--- src/rtl/trap_ctrl_pkg.sv ---
// Shared types and constants for the trap/interrupt controller.
// Optional build macro used by trap_ctrl: TRAP_CTRL_IRQ_SYNC_EN.
package trap_pkg;

   typedef enum logic [1:0] {
      USER   = 2'd0,
      ISSUE  = 2'd1,
      KERNEL = 2'd2,
      FAULT  = 2'd3
   } trap_state_e;

   localparam int          CAUSE_W      = 5;
   localparam int          IDX_W        = 4;
   localparam logic [4:0]  CAUSE_XADR   = 5'h0F;
   localparam logic [31:0] VEC_IRQ_DEF  = 32'h8000_0004;
   localparam logic [31:0] VEC_XADR_DEF = 32'h8000_0008;

endpackage

--- src/rtl/trap_ctrl_irq_prio_enc.sv ---
// Combinational lowest-index-first priority encoder over the eligible IRQ lines.
// Zero latency; no flow control.
module irq_prio_enc
   import trap_pkg::*;
#(
   parameter int N = 4
) (
   input  logic [N-1:0]     i_req,
   output logic             o_found,
   output logic [IDX_W-1:0] o_idx
);

   // Walk downward so the lowest set bit is the last one written.
   always_comb begin
      o_found = 1'b0;
      o_idx   = '0;
      for (int i = N - 1; i >= 0; i--) begin
         if (i_req[i]) begin
            o_found = 1'b1;
            o_idx   = IDX_W'(i);
         end
      end
   end

endmodule

--- src/rtl/trap_ctrl.sv ---
// Trap/interrupt controller: latches IRQ edges and illegal-instruction traps, redirects the PC
// with a valid/ack handshake, saves EPC/cause. Build macro TRAP_CTRL_IRQ_SYNC_EN adds an irq_in synchronizer.
module trap_ctrl
   import trap_pkg::*;
#(
   parameter int                NUM_IRQ  = 4,
   parameter int                PC_W     = 32,
   parameter logic [PC_W-1:0]   VEC_IRQ  = PC_W'(VEC_IRQ_DEF),
   parameter logic [PC_W-1:0]   VEC_XADR = PC_W'(VEC_XADR_DEF)
) (
   input  logic                 clk,
   input  logic                 reset,
   input  logic [NUM_IRQ-1:0]   irq_in,
   input  logic [NUM_IRQ-1:0]   irq_mask,
   input  logic                 instr_valid,
   input  logic                 xadr,
   input  logic                 eret,
   input  logic [PC_W-1:0]      pc_cur,
   output logic                 trap_valid,
   output logic [PC_W-1:0]      trap_pc,
   input  logic                 trap_ack,
   output logic [PC_W-1:0]      epc,
   output logic                 epc_we,
   output logic [CAUSE_W-1:0]   cause,
   output logic                 kmode,
   output logic [NUM_IRQ-1:0]   pending,
   output logic                 fault
);

   trap_state_e          r_state;
   trap_state_e          w_state_nxt;
   logic [NUM_IRQ-1:0]   r_irq_prev;
   logic [NUM_IRQ-1:0]   r_pending;
   logic [PC_W-1:0]      r_epc;
   logic [PC_W-1:0]      r_trap_pc;
   logic [CAUSE_W-1:0]   r_cause;
   logic                 r_kmode;

   logic [NUM_IRQ-1:0]   w_irq_src;
   logic [NUM_IRQ-1:0]   w_rise;
   logic [NUM_IRQ-1:0]   w_clr;
   logic                 w_found;
   logic [IDX_W-1:0]     w_idx;
   logic                 w_cap;
   logic [CAUSE_W-1:0]   w_cap_cause;
   logic [PC_W-1:0]      w_cap_epc;
   logic [PC_W-1:0]      w_cap_vec;

`ifdef TRAP_CTRL_IRQ_SYNC_EN
   logic [NUM_IRQ-1:0]   r_sync1;
   logic [NUM_IRQ-1:0]   r_sync2;

   always_ff @(posedge clk) begin
      if (!reset) begin
         r_sync1 <= '0;
         r_sync2 <= '0;
      end else begin
         r_sync1 <= irq_in;
         r_sync2 <= r_sync1;
      end
   end

   assign w_irq_src = r_sync2;
`else
   assign w_irq_src = irq_in;
`endif

   assign w_rise = w_irq_src & ~r_irq_prev;

   irq_prio_enc #(.N(NUM_IRQ)) u_prio (
      .i_req   (r_pending & irq_mask),
      .o_found (w_found),
      .o_idx   (w_idx)
   );

   always_comb begin
      w_state_nxt = r_state;
      w_clr       = '0;
      w_cap       = 1'b0;
      w_cap_cause = '0;
      w_cap_epc   = '0;
      w_cap_vec   = '0;
      case (r_state)
         USER: begin
            if (instr_valid && xadr) begin
               w_state_nxt = ISSUE;
               w_cap       = 1'b1;
               w_cap_cause = CAUSE_XADR;
               w_cap_epc   = pc_cur + PC_W'(4);
               w_cap_vec   = VEC_XADR;
            end else if (instr_valid && w_found) begin
               // The interrupted instruction is replayed, so EPC is its own PC.
               w_state_nxt = ISSUE;
               w_cap       = 1'b1;
               w_cap_cause = {1'b1, w_idx};
               w_cap_epc   = pc_cur;
               w_cap_vec   = VEC_IRQ;
               w_clr       = NUM_IRQ'(1) << w_idx;
            end
         end
         ISSUE: begin
            if (trap_ack) w_state_nxt = KERNEL;
         end
         KERNEL: begin
            if (instr_valid && xadr)      w_state_nxt = FAULT;
            else if (instr_valid && eret) w_state_nxt = USER;
         end
         FAULT: w_state_nxt = FAULT;
         default: w_state_nxt = USER;
      endcase
   end

   always_ff @(posedge clk) begin
      if (!reset) begin
         r_state    <= USER;
         r_irq_prev <= '0;
         r_pending  <= '0;
         r_epc      <= '0;
         r_trap_pc  <= '0;
         r_cause    <= '0;
         r_kmode    <= 1'b0;
      end else begin
         r_state    <= w_state_nxt;
         r_irq_prev <= w_irq_src;
         // A new edge on a line wins over the service clear of that line.
         r_pending  <= (r_pending & ~w_clr) | w_rise;
         r_kmode    <= (w_state_nxt == KERNEL) || (w_state_nxt == FAULT);
         if (w_cap) begin
            r_epc     <= w_cap_epc;
            r_trap_pc <= w_cap_vec;
            r_cause   <= w_cap_cause;
         end
      end
   end

   assign trap_valid = (r_state == ISSUE);
   assign trap_pc    = r_trap_pc;
   assign epc        = r_epc;
   assign epc_we     = (r_state == ISSUE) && trap_ack && reset;
   assign cause      = r_cause;
   assign kmode      = r_kmode;
   assign pending    = r_pending;
   assign fault      = (r_state == FAULT);

endmodule

--- config.mk ---
export PLATFORM = sky130hd
export DESIGN_NAME = trap_ctrl
export DESIGN_NICKNAME = d
export VERILOG_FILES = /design/src/rtl/trap_ctrl_pkg.sv /design/src/rtl/trap_ctrl_irq_prio_enc.sv /design/src/rtl/trap_ctrl.sv
export SDC_FILE = /design/constraint.sdc
export NUM_CORES = 1
export LEC_CHECK = 0
export BUFFER_PORTS_ARGS = -buffer_cell sky130_fd_sc_hd__buf_2
export CAP_MARGIN = 10
export CELL_PAD_IN_SITES_DETAIL_PLACEMENT = 0
export CELL_PAD_IN_SITES_GLOBAL_PLACEMENT = 1
export CORE_MARGIN = 2
export CORE_UTILIZATION = 36
export CTS_CLUSTER_DIAMETER = 30
export CTS_CLUSTER_SIZE = 30
export DETAILED_ROUTE_END_ITERATION = 10
export GPL_ROUTABILITY_DRIVEN = 0
export PLACE_DENSITY_LB_ADDON = 0.1
export SLEW_MARGIN = 10
export SYNTH_ARGS = -nofsm -noshare
export SYNTH_HDL_FRONTEND = slang
export SYNTH_HIERARCHICAL = 1
export SYNTH_SLANG_ARGS = --single-unit
--- constraint.sdc ---
create_clock -name clk -period 3.9 [get_ports clk]
set_clock_uncertainty 0.2 [all_clocks]
set_input_delay 0.39 -clock clk [delete_from_list [all_inputs] [get_ports clk]]
set_output_delay 0.39 -clock clk [all_outputs]
set_load 0.03 [all_outputs]
==> results of run 1 <==
stage by stage:
| step | cells | total power [mW] | setup WS [ps] | hold WS [ps] | util (%) |
|---|---|---|---|---|---|
| 2_1_floorplan | 340 | 0.874 | 1920 | 308 | - |
| 3_3_place_gp | 489 | 0.946 | 1570 | 248 | 42.8 |
| 3_5_place_dp | 489 | 0.948 | 1530 | 256 | 42.8 |
| 4_1_cts | 497 | 1.33 | 1640 | 82.4 | 44.3 |
| 5_1_grt | 497 | 1.38 | 1400 | 80.6 | 44.3 |
| 6_report | 497 | 1.31 | 1660 | 93.1 | 44.3 |
cells in the final DEF, fill, tap and decap left out, types with 9 or more instances in the layout:
master / instances
nand2_1: 33
xor2_1: 23
nor2_1: 10
conb_1: 31
buf_2: 93
a21oi_1: 22
nand3_1: 12
o21ai_0: 27
dfxtp_1: 50
and2_1: 11
nand4_1: 9
cells by family (layout without fill, tap and decap cells):
kind of cell,Yosys count,in the layout,synth area share [%]
flip-flops,50,50,36.6
multiplexers,1,1,0.366
buffers and inverters,46,104,12.3
adder cells (fa/ha/maj),1,1,0.457
AO/OA/AOI/OAI,77,77,17.9
AND/OR/NAND/NOR,106,106,23.2
other,2,31,0.274
XOR/XNOR,28,28,8.96
flip-flops by register name, summed over array words and instances, names as in the netlist:
| signal | flops |
|---|---|
| cause | 4 |
| epc | 32 |
| kmode | 1 |
| pending | 4 |
| r_irq_prev | 4 |
| r_state | 2 |
| trap_pc | 3 |
power by group through the flow:
stage / logic (mW) / registers [mW] / clock network [mW]
3_3_place_gp: 0.350 / 0.597 / 0
4_1_cts: 0.352 / 0.585 / 0.393
6_report: 0.349 / 0.585 / 0.375
2_1_floorplan: 0.190 / 0.684 / 0
3_5_place_dp: 0.351 / 0.597 / 0
5_1_grt: 0.380 / 0.592 / 0.410
how the worst max path moves through the flow:
stage | endpoint | slack, ps | depth (start not counted)
2_1_floorplan | pending[3] | 1920 | 7
3_3_place_gp | epc[29] | 1570 | 9
3_5_place_dp | epc[29] | 1530 | 9
4_1_cts | epc[17] | 1640 | 7
5_1_grt | epc[17] | 1400 | 7
6_report | epc[17] | 1660 | 7
area by class of cell:
class / count / area [um2]
fillers: 819 / 4060
multi-input cells: 244 / 1510
flip-flops and latches: 50 / 1000
repair buffers: 95 / 480
well taps: 99 / 124
clock buffers: 5 / 68.8
clock inverters: 3 / 45.0
inverters: 1 / 3.75
routing by layer:
layer / wire length, um / vias up / GRT usage, %
li1: - / 1198 / -
met1: 2990 / 1040 / 19.8
met2: 2810 / 68 / 24.8
met3: 307 / 8 / 2.90
met4: 63 / 0 / 3.41
met5: 0 / - / 0
==> results.cfg, run 1 <==
[yosys]
synthArstFlopShare_pct = 0
synth_area_leaders = dfxtp_1 (37%), buf_4 (9.3%), xor2_1 (7.4%)
synth_top_cell_by_area = dfxtp_1
synth-seq-cells = 50
synth_top_area_share_pct = 36.6
synth.most_common_cell = dfxtp_1
ys_seq_area_share_pct = 36.6
syn_area_um2 = 2740
ys.flop_type = dfxtp_1
synth_edf_count = 0
netlist_instances = 311
yosysUniqueCellTypes = 44
synth_commonest_cells = dfxtp_1 (50), buf_4 (34), nand2_1 (33)
syn_area_per_cell_um2 = 8.80
yosysWarnings = 6

[global_routing]
grt_pass1_vias = 2111
antenna_found_initial = 0
grt_max_degree = 38
track_usage_pct = 14.8
overflow = 0
grt_pass1_wl_mm = 10.1

[pwr]
p_clk_share_pct = 28.6
swShare_pct = 34.8
p_int_mw = 0.854
vdd_drop_max_mv = 0.115
seqPwrFrac_pct = 44.7
leakagePower_nw = 1.48
power_density_nw_per_um2 = 405
p_comb_share_pct = 26.7
netSwitchingPower_mw = 0.455

[setup_path]
arrival_ps = 2270
max_stage_delay_ps = 480
rr_endpoint = epc[17]
r2r_slack_ps = 1660
r2r-start = pending[0]
cp_top_family = compound AO/OA/AOI/OAI gates
rr_worst_depth = 7
worst-path-buf-inv = 1
cp.required_ps = 3930
startpoint_type = register
cp_max_fo = 37
end_kind = register
critPathSlowestCell = o21a_2
cp_cell_sequence = and2_1 -> nor2_1 -> nand2_1 -> o21a_2 -> buf_4 -> o21ai_0 -> a21oi_1
cp-startpoint = pending[0]
critical_path_class = register to register

[cts]
clk_latency_ps = 300
cts-hold-fix-buffers = 0
numClockSinks = 50
cts.clk_slew.worst_paths_ps = 100
htree_num_levels = 2
ctsResizeCount = 0
cts_root_buffer = clkbuf_8
cts_tree = done
cts_buffer_depth = 2
cts_buffers = 5
post_cts.repair.setup_buffers = 0

[drt]
wl_per_cell_um = 12.4
drt-total-wl_mm = 6.18
antenna_left = 0
routed_via_density = 4.66
drtIter0Drc = 75
route.detailed.drc = 0
drtPass1Iterations = 4
vias = 2314

[die]
initial_core_util_pct = 37.5
fp.dieH_um = 91.2
core_um2 = 7290
io_pins = 123
die_x_um = 91.2
num_rows = 31
design.die.area_um2 = 8320

[sta]
slew_viol_final = 0
slew_headroom_pct = 41.0
finalSetupViolCount = 0
hold_violations = 0
finalSetupTns_ps = 0
finalCritPeriodShare_pct = 57.4
worst_slew_pin_slew_ps = 876
rsz0062_at_grt = no
final.min_clock_period_ps = 2240
fmax_mhz = 447

[placed_design]
post-dp-hpwl_mm = 4.66
placed_cell_area_um2 = 3120
io_buffer_count = 93

[finish]
final_area_um2 = 3230
area_delta_synth_final_pct = 18.1
layout-drive-gt1-share_pct = 31.2
diodes = 0
final_nets = 444

[min_path]
hp-start = irq_in[2]
hold_depth = 2
hp-class = input pin to register
worstHoldEndpoint = r_irq_prev[2]

[flow_run]
drv_cap = 0

[run_status]
run_status = finished clean
Note: power is estimated with default switching activity, not from simulation.
==> run 2, diff against run 1 <==
- CORE_UTILIZATION: 36 -> 34
- clock period: 3.9 -> 2.2 ns (I/O delays scaled with it)
==> run 2 against run 1 <==
Compared with the run above: total power is 80% higher; flip-flop and latch count unchanged; global-route usage fell by 0.19 points; first-iteration DRC count increased by 8.0%; combinational power up 83%; wire length rose by 3.1%; critical path depth stayed put; die area is 5.6% higher; final area is 3.8% higher; critical endpoint is now pending[1]; largest cell class unchanged.
==> results.cfg, run 2 (synthesis gave the netlist of run 1 again) <==
[die]
num_rows = 32
io_pins = 123
die_x_um = 93.7
design.die.area_um2 = 8790
fp.dieH_um = 93.7
core_um2 = 7770
initial_core_util_pct = 35.2

[sta]
slew_viol_final = 0
fmax_mhz = 528
finalCritPeriodShare_pct = 86.1
whs_ps = 6.72
final.min_clock_period_ps = 1890
finalSetupViolCount = 0
rsz0062_at_grt = no
hold_violations = 0
finalWorstSetupSlack_ps = 305
finalSetupTns_ps = 0

[setup_path]
rr_endpoint = pending[1]
r2r_slack_ps = 310
end_kind = register
r2r-start = pending[0]
startpoint_type = register
cp.required_ps = 2210
rr_worst_depth = 7
cp_max_fo = 7
critical_path_class = register to register
critPathCapture = pending[1]
arrival_ps = 1900
cp-startpoint = pending[0]

[drt]
vias = 2324
route.detailed.drc = 0
routed_via_density = 4.55
drtIter0Drc = 81
antenna_left = 0
wl_per_cell_um = 12.5
drtPass1Iterations = 6
drt-total-wl_mm = 6.37

[global_routing]
grt_pass1_vias = 2128
grt_pass1_wl_mm = 10.2
track_usage_pct = 14.6
overflow = 0
grt_max_degree = 52
antenna_found_initial = 0

[pwr]
leakagePower_nw = 1.54
swShare_pct = 34.8
p_comb_share_pct = 27.1
p_clk_share_pct = 29.0
vdd_drop_max_mv = 0.272
p_int_mw = 1.54
netSwitchingPower_mw = 0.821
seqPwrFrac_pct = 43.9
power_mw = 2.36
power_density_nw_per_um2 = 703

[finish]
mostFrequentLayoutCells = buf_2 (93), dfxtp_1 (50), nand2_1 (33), conb_1 (31), o21ai_0 (27)
fillerInstances = 837
final_nets = 455
layout_commonest_cell = buf_2
diodes = 0
multi_input_area_um2 = 1520
area_delta_synth_final_pct = 22.6
seq_area_um2 = 1000
largest_reg_flops = 32
layout-drive-gt1-share_pct = 31.8

[cts]
post_cts.repair.setup_buffers = 0
cts_buffers = 5
htree_num_levels = 2
numClockSinks = 50
cts_tree = done
clk_latency_ps = 300
cts_root_buffer = clkbuf_8
cts.clk_slew.worst_paths_ps = 100
cts_buffer_depth = 2

[placed_design]
pre_cts_ws_ps = 201
post-dp-hpwl_mm = 4.73
io_buffer_count = 93

[min_path]
hp-class = input pin to register

[run_status]
run_status = finished clean

[flow_run]
drv_cap = 0
==> run 2: cell types whose count changed in the layout (fill, tap and decap cells not counted) <==
cell / previous run / this run
buf_4: 2 / 6
dlygate4sd3_1: 0 / 6
nor4b_1: 1 / 0
clkinvlp_4: 2 / 1
inv_8: 0 / 1
nor4b_2: 0 / 1
buf_12: 0 / 1
==> run 2: power by group through the flow <==
stage                     logic (mW)  clock network (mW)  registers (mW)
final                          0.640               0.683            1.04
after detailed placement       0.637                   0            1.06
after floorplan                0.336                   0            1.21
after CTS                      0.648               0.714            1.04
after global routing           0.699               0.749            1.05
after global placement         0.636                   0            1.06
==> run 2: final cells by class <==
class	instances	area share [%]
Timing Repair Buffer	106	17.6
Sequential cell	50	29.8
Tap cell	102	3.80
Clock buffer	5	2.05
Multi-Input combinational cell	244	45.2
Clock inverter	3	1.45
Inverter	1	0.112
==> run 2: how the worst min path moves through the flow <==
| stage | start | to | slack (ps) | depth (start not counted) |
|---|---|---|---|---|
| 6_report | pc_cur[31] | epc[31] | 7 | 3 |
| 2_1_floorplan | irq_in[0] | r_irq_prev[0] | 140 | 1 |
| 3_5_place_dp | irq_in[2] | r_irq_prev[2] | 240 | 2 |
| 4_1_cts | pc_cur[31] | epc[31] | 0.1 | 3 |
| 5_1_grt | pc_cur[9] | epc[9] | 20 | 3 |
| 3_3_place_gp | irq_in[0] | r_irq_prev[0] | 240 | 2 |
==> run 2: metrics by stage <==
| stage | cells | instance area, um2 | utilization [%] |
|---|---|---|---|
| floorplan | 340 | 2850 | - |
| global placement | 497 | 3170 | 40.9 |
| detailed placement | 497 | 3170 | 40.9 |
| CTS | 511 | 3350 | 43.1 |
| global route | 511 | 3360 | 43.2 |
| finish | 511 | 3360 | 43.2 |
==> run 2: per-layer routing <==
layer / track usage (%) / share of wire, %
met1: 19.3 / 47
met2: 24.1 / 46
met3: 3.53 / 5.6
met4: 3.62 / 0.99
met5: 0 / 0
==> run 2: worst max-delay path, stage by stage, from the launching register on <==
cell and delay, ps:
dfxtp_1 350, and2_1 180, nor2_1 60, nand2_1 160, nand3b_2 180, nor4_1 320
a21boi_0 160, o21a_1 180
==> run 2: what timing repair did <==
action                                  CTS  global route
hold endpoints to repair                  6             0
resized for setup                         0             1
endpoints found under the setup margin    0             1
hold buffers                              6             0
==> run 3, diff against run 2 <==
--- a/config.mk
+++ b/config.mk
@@ -8,3 +8,2 @@
 export BUFFER_PORTS_ARGS = -buffer_cell sky130_fd_sc_hd__buf_2
-export CAP_MARGIN = 10
 export CELL_PAD_IN_SITES_DETAIL_PLACEMENT = 0
==> constraint.sdc (replaced) <==
create_clock -name clk -period 2.2 [get_ports clk]
set_clock_uncertainty 0.2 [all_clocks]
set_input_delay 0.44 -clock clk [delete_from_list [all_inputs] [get_ports clk]]
set_output_delay 0.44 -clock clk [all_outputs]
set_load 0.03 [all_outputs]
==> run 3 against run 2 <==
Compared with the run above: clock-buffer cell count unchanged; fmax decreased by 3.5%; utilization decreased by 0.42 points; worst setup slack got worse by 68 ps; critical path depth decreased by 4; critical endpoint is now epc_we; largest cell class unchanged.
==> results.cfg, run 3 (synthesis gave the netlist of run 1 again) <==
[global_routing]
grt_pass1_wl_mm = 10.1
grt_pass1_vias = 2132
overflow = 0
grt_max_degree = 52
track_usage_pct = 14.3
antenna_found_initial = 0

[sta]
finalSetupViolCount = 0
fmax_mhz = 510
hold_violations = 0
slew_viol_final = 0
finalSetupTns_ps = 0
finalWorstSetupSlack_ps = 237
rsz0062_at_grt = no
finalCritPeriodShare_pct = 89.2
whs_ps = 131
final.min_clock_period_ps = 1960

[setup_path]
cp-startpoint = r_state[0]
cp_cell_sequence = nor2b_1 -> and3_1 -> buf_2
cp_top_family = flip-flops
critPathSlowestCell = dfxtp_1
end_kind = output port
r2r-start = pending[0]
arrival_ps = 1320
max_stage_delay_ps = 480
critical_path_class = register to output port
cp.required_ps = 1560
rr_worst_depth = 7
startpoint_type = register
r2r_slack_ps = 300
rr_endpoint = pending[3]
cp.depth = 3
critPathCapture = epc_we
worst-path-buf-inv = 1
cp_max_fo = 7

[pwr]
swShare_pct = 36.6
power_density_nw_per_um2 = 677
p_comb_share_pct = 28.7
vdd_drop_max_mv = 0.247
leakagePower_nw = 1.53
seqPwrFrac_pct = 46.0
p_int_mw = 1.43
netSwitchingPower_mw = 0.824
p_clk_share_pct = 25.3

[die]
fp.dieH_um = 93.7
core_um2 = 7770
die_x_um = 93.7
initial_core_util_pct = 35.2
num_rows = 32
design.die.area_um2 = 8790
io_pins = 123

[finish]
layout_commonest_cell = buf_2
diodes = 0
final_nets = 455
mostFrequentLayoutCells = buf_2 (93), dfxtp_1 (50), nand2_1 (33), conb_1 (31), o21ai_0 (27)
largest_reg_flops = 32
area_delta_synth_final_pct = 21.4
layout-drive-gt1-share_pct = 33.0
fillerInstances = 869
fin_util_pct = 42.8

[drt]
wl_per_cell_um = 12.4
antenna_left = 0
drtPass1Iterations = 4
drtIter0Drc = 65
drt-total-wl_mm = 6.32
vias = 2362
routed_via_density = 4.62
route.detailed.drc = 0

[placed_design]
pre_cts_ws_ps = 100
post-dp-hpwl_mm = 4.76
io_buffer_count = 93

[cts]
cts_buffer_depth = 2
htree_num_levels = 2
cts_root_buffer = clkbuf_8
cts.clk_slew.worst_paths_ps = 100
cts_tree = done
ctsResizeCount = 0
numClockSinks = 50
cts-hold-fix-buffers = 0
clk_latency_ps = 310
cts_buffers = 5
post_cts.repair.setup_buffers = 0

[run_status]
run_status = finished clean

[min_path]
hold_depth = 2
hp-class = input pin to register

[flow_run]
drv_cap = 0
[run 3: cell count changes in the layout (fill, tap and decap cells not counted), sizes merged]
cell,change
buf,+6
bufinv,-1
clkinv,+1
dlygate4sd3,-6
[run 3: how the worst min path moves through the flow]
stage	from	endpoint	slack [ps]
6_report	irq_in[2]	r_irq_prev[2]	130
5_1_grt	irq_in[1]	r_irq_prev[1]	120
2_1_floorplan	r_irq_prev[0]	pending[0]	310
3_5_place_dp	trap_pc[31]	trap_pc[31]	260
3_3_place_gp	trap_pc[31]	trap_pc[31]	240
4_1_cts	irq_in[2]	r_irq_prev[2]	120
[run 3: power groups by stage]
stage          Sequential [mW]  Clock [mW]  Combinational (mW)
2_1_floorplan             1.21           0               0.336
3_3_place_gp              1.06           0               0.650
3_5_place_dp              1.06           0               0.651
4_1_cts                   1.04       0.597               0.653
5_1_grt                   1.05       0.629               0.705
6_report                  1.04       0.569               0.647
[run 3: routing by layer]
layer | share of wire [%] | vias up | GRT usage (%)
li1 | - | 1218 | -
met1 | 48 | 1072 | 19.7
met2 | 46 | 67 | 22.7
met3 | 5.7 | 5 | 3.21
met4 | 0.81 | 0 | 3.38
met5 | 0 | - | 0
[run 3: area by class of cell]
cell class | count | area [um2] | share of cell area (%)
inverter | 1 | 3.75 | 0.113
clock buffer | 5 | 68.8 | 2.07
sequential | 50 | 1000 | 30.1
tap | 102 | 128 | 3.84
timing repair buffer | 106 | 588 | 17.7
clock inverter | 3 | 25.0 | 0.753
multi-input combinational | 244 | 1510 | 45.4
[run 3: worst reg2reg max path, stage by stage (launching register included)]
cell,delay [ps]
dfxtp_1,350
and2_1,180
nor2_1,60
nand2_1,170
nand3b_2,140
nor4b_1,390
a21boi_0,150
o21a_1,180
[run 3: through the flow]
step | total power, mW | cell area, um2 | cells
floorplan | 1.55 | 2850 | 340
global placement | 1.71 | 3230 | 503
detailed placement | 1.71 | 3230 | 503
CTS | 2.29 | 3320 | 511
global route | 2.38 | 3320 | 511
finish | 2.25 | 3320 | 511
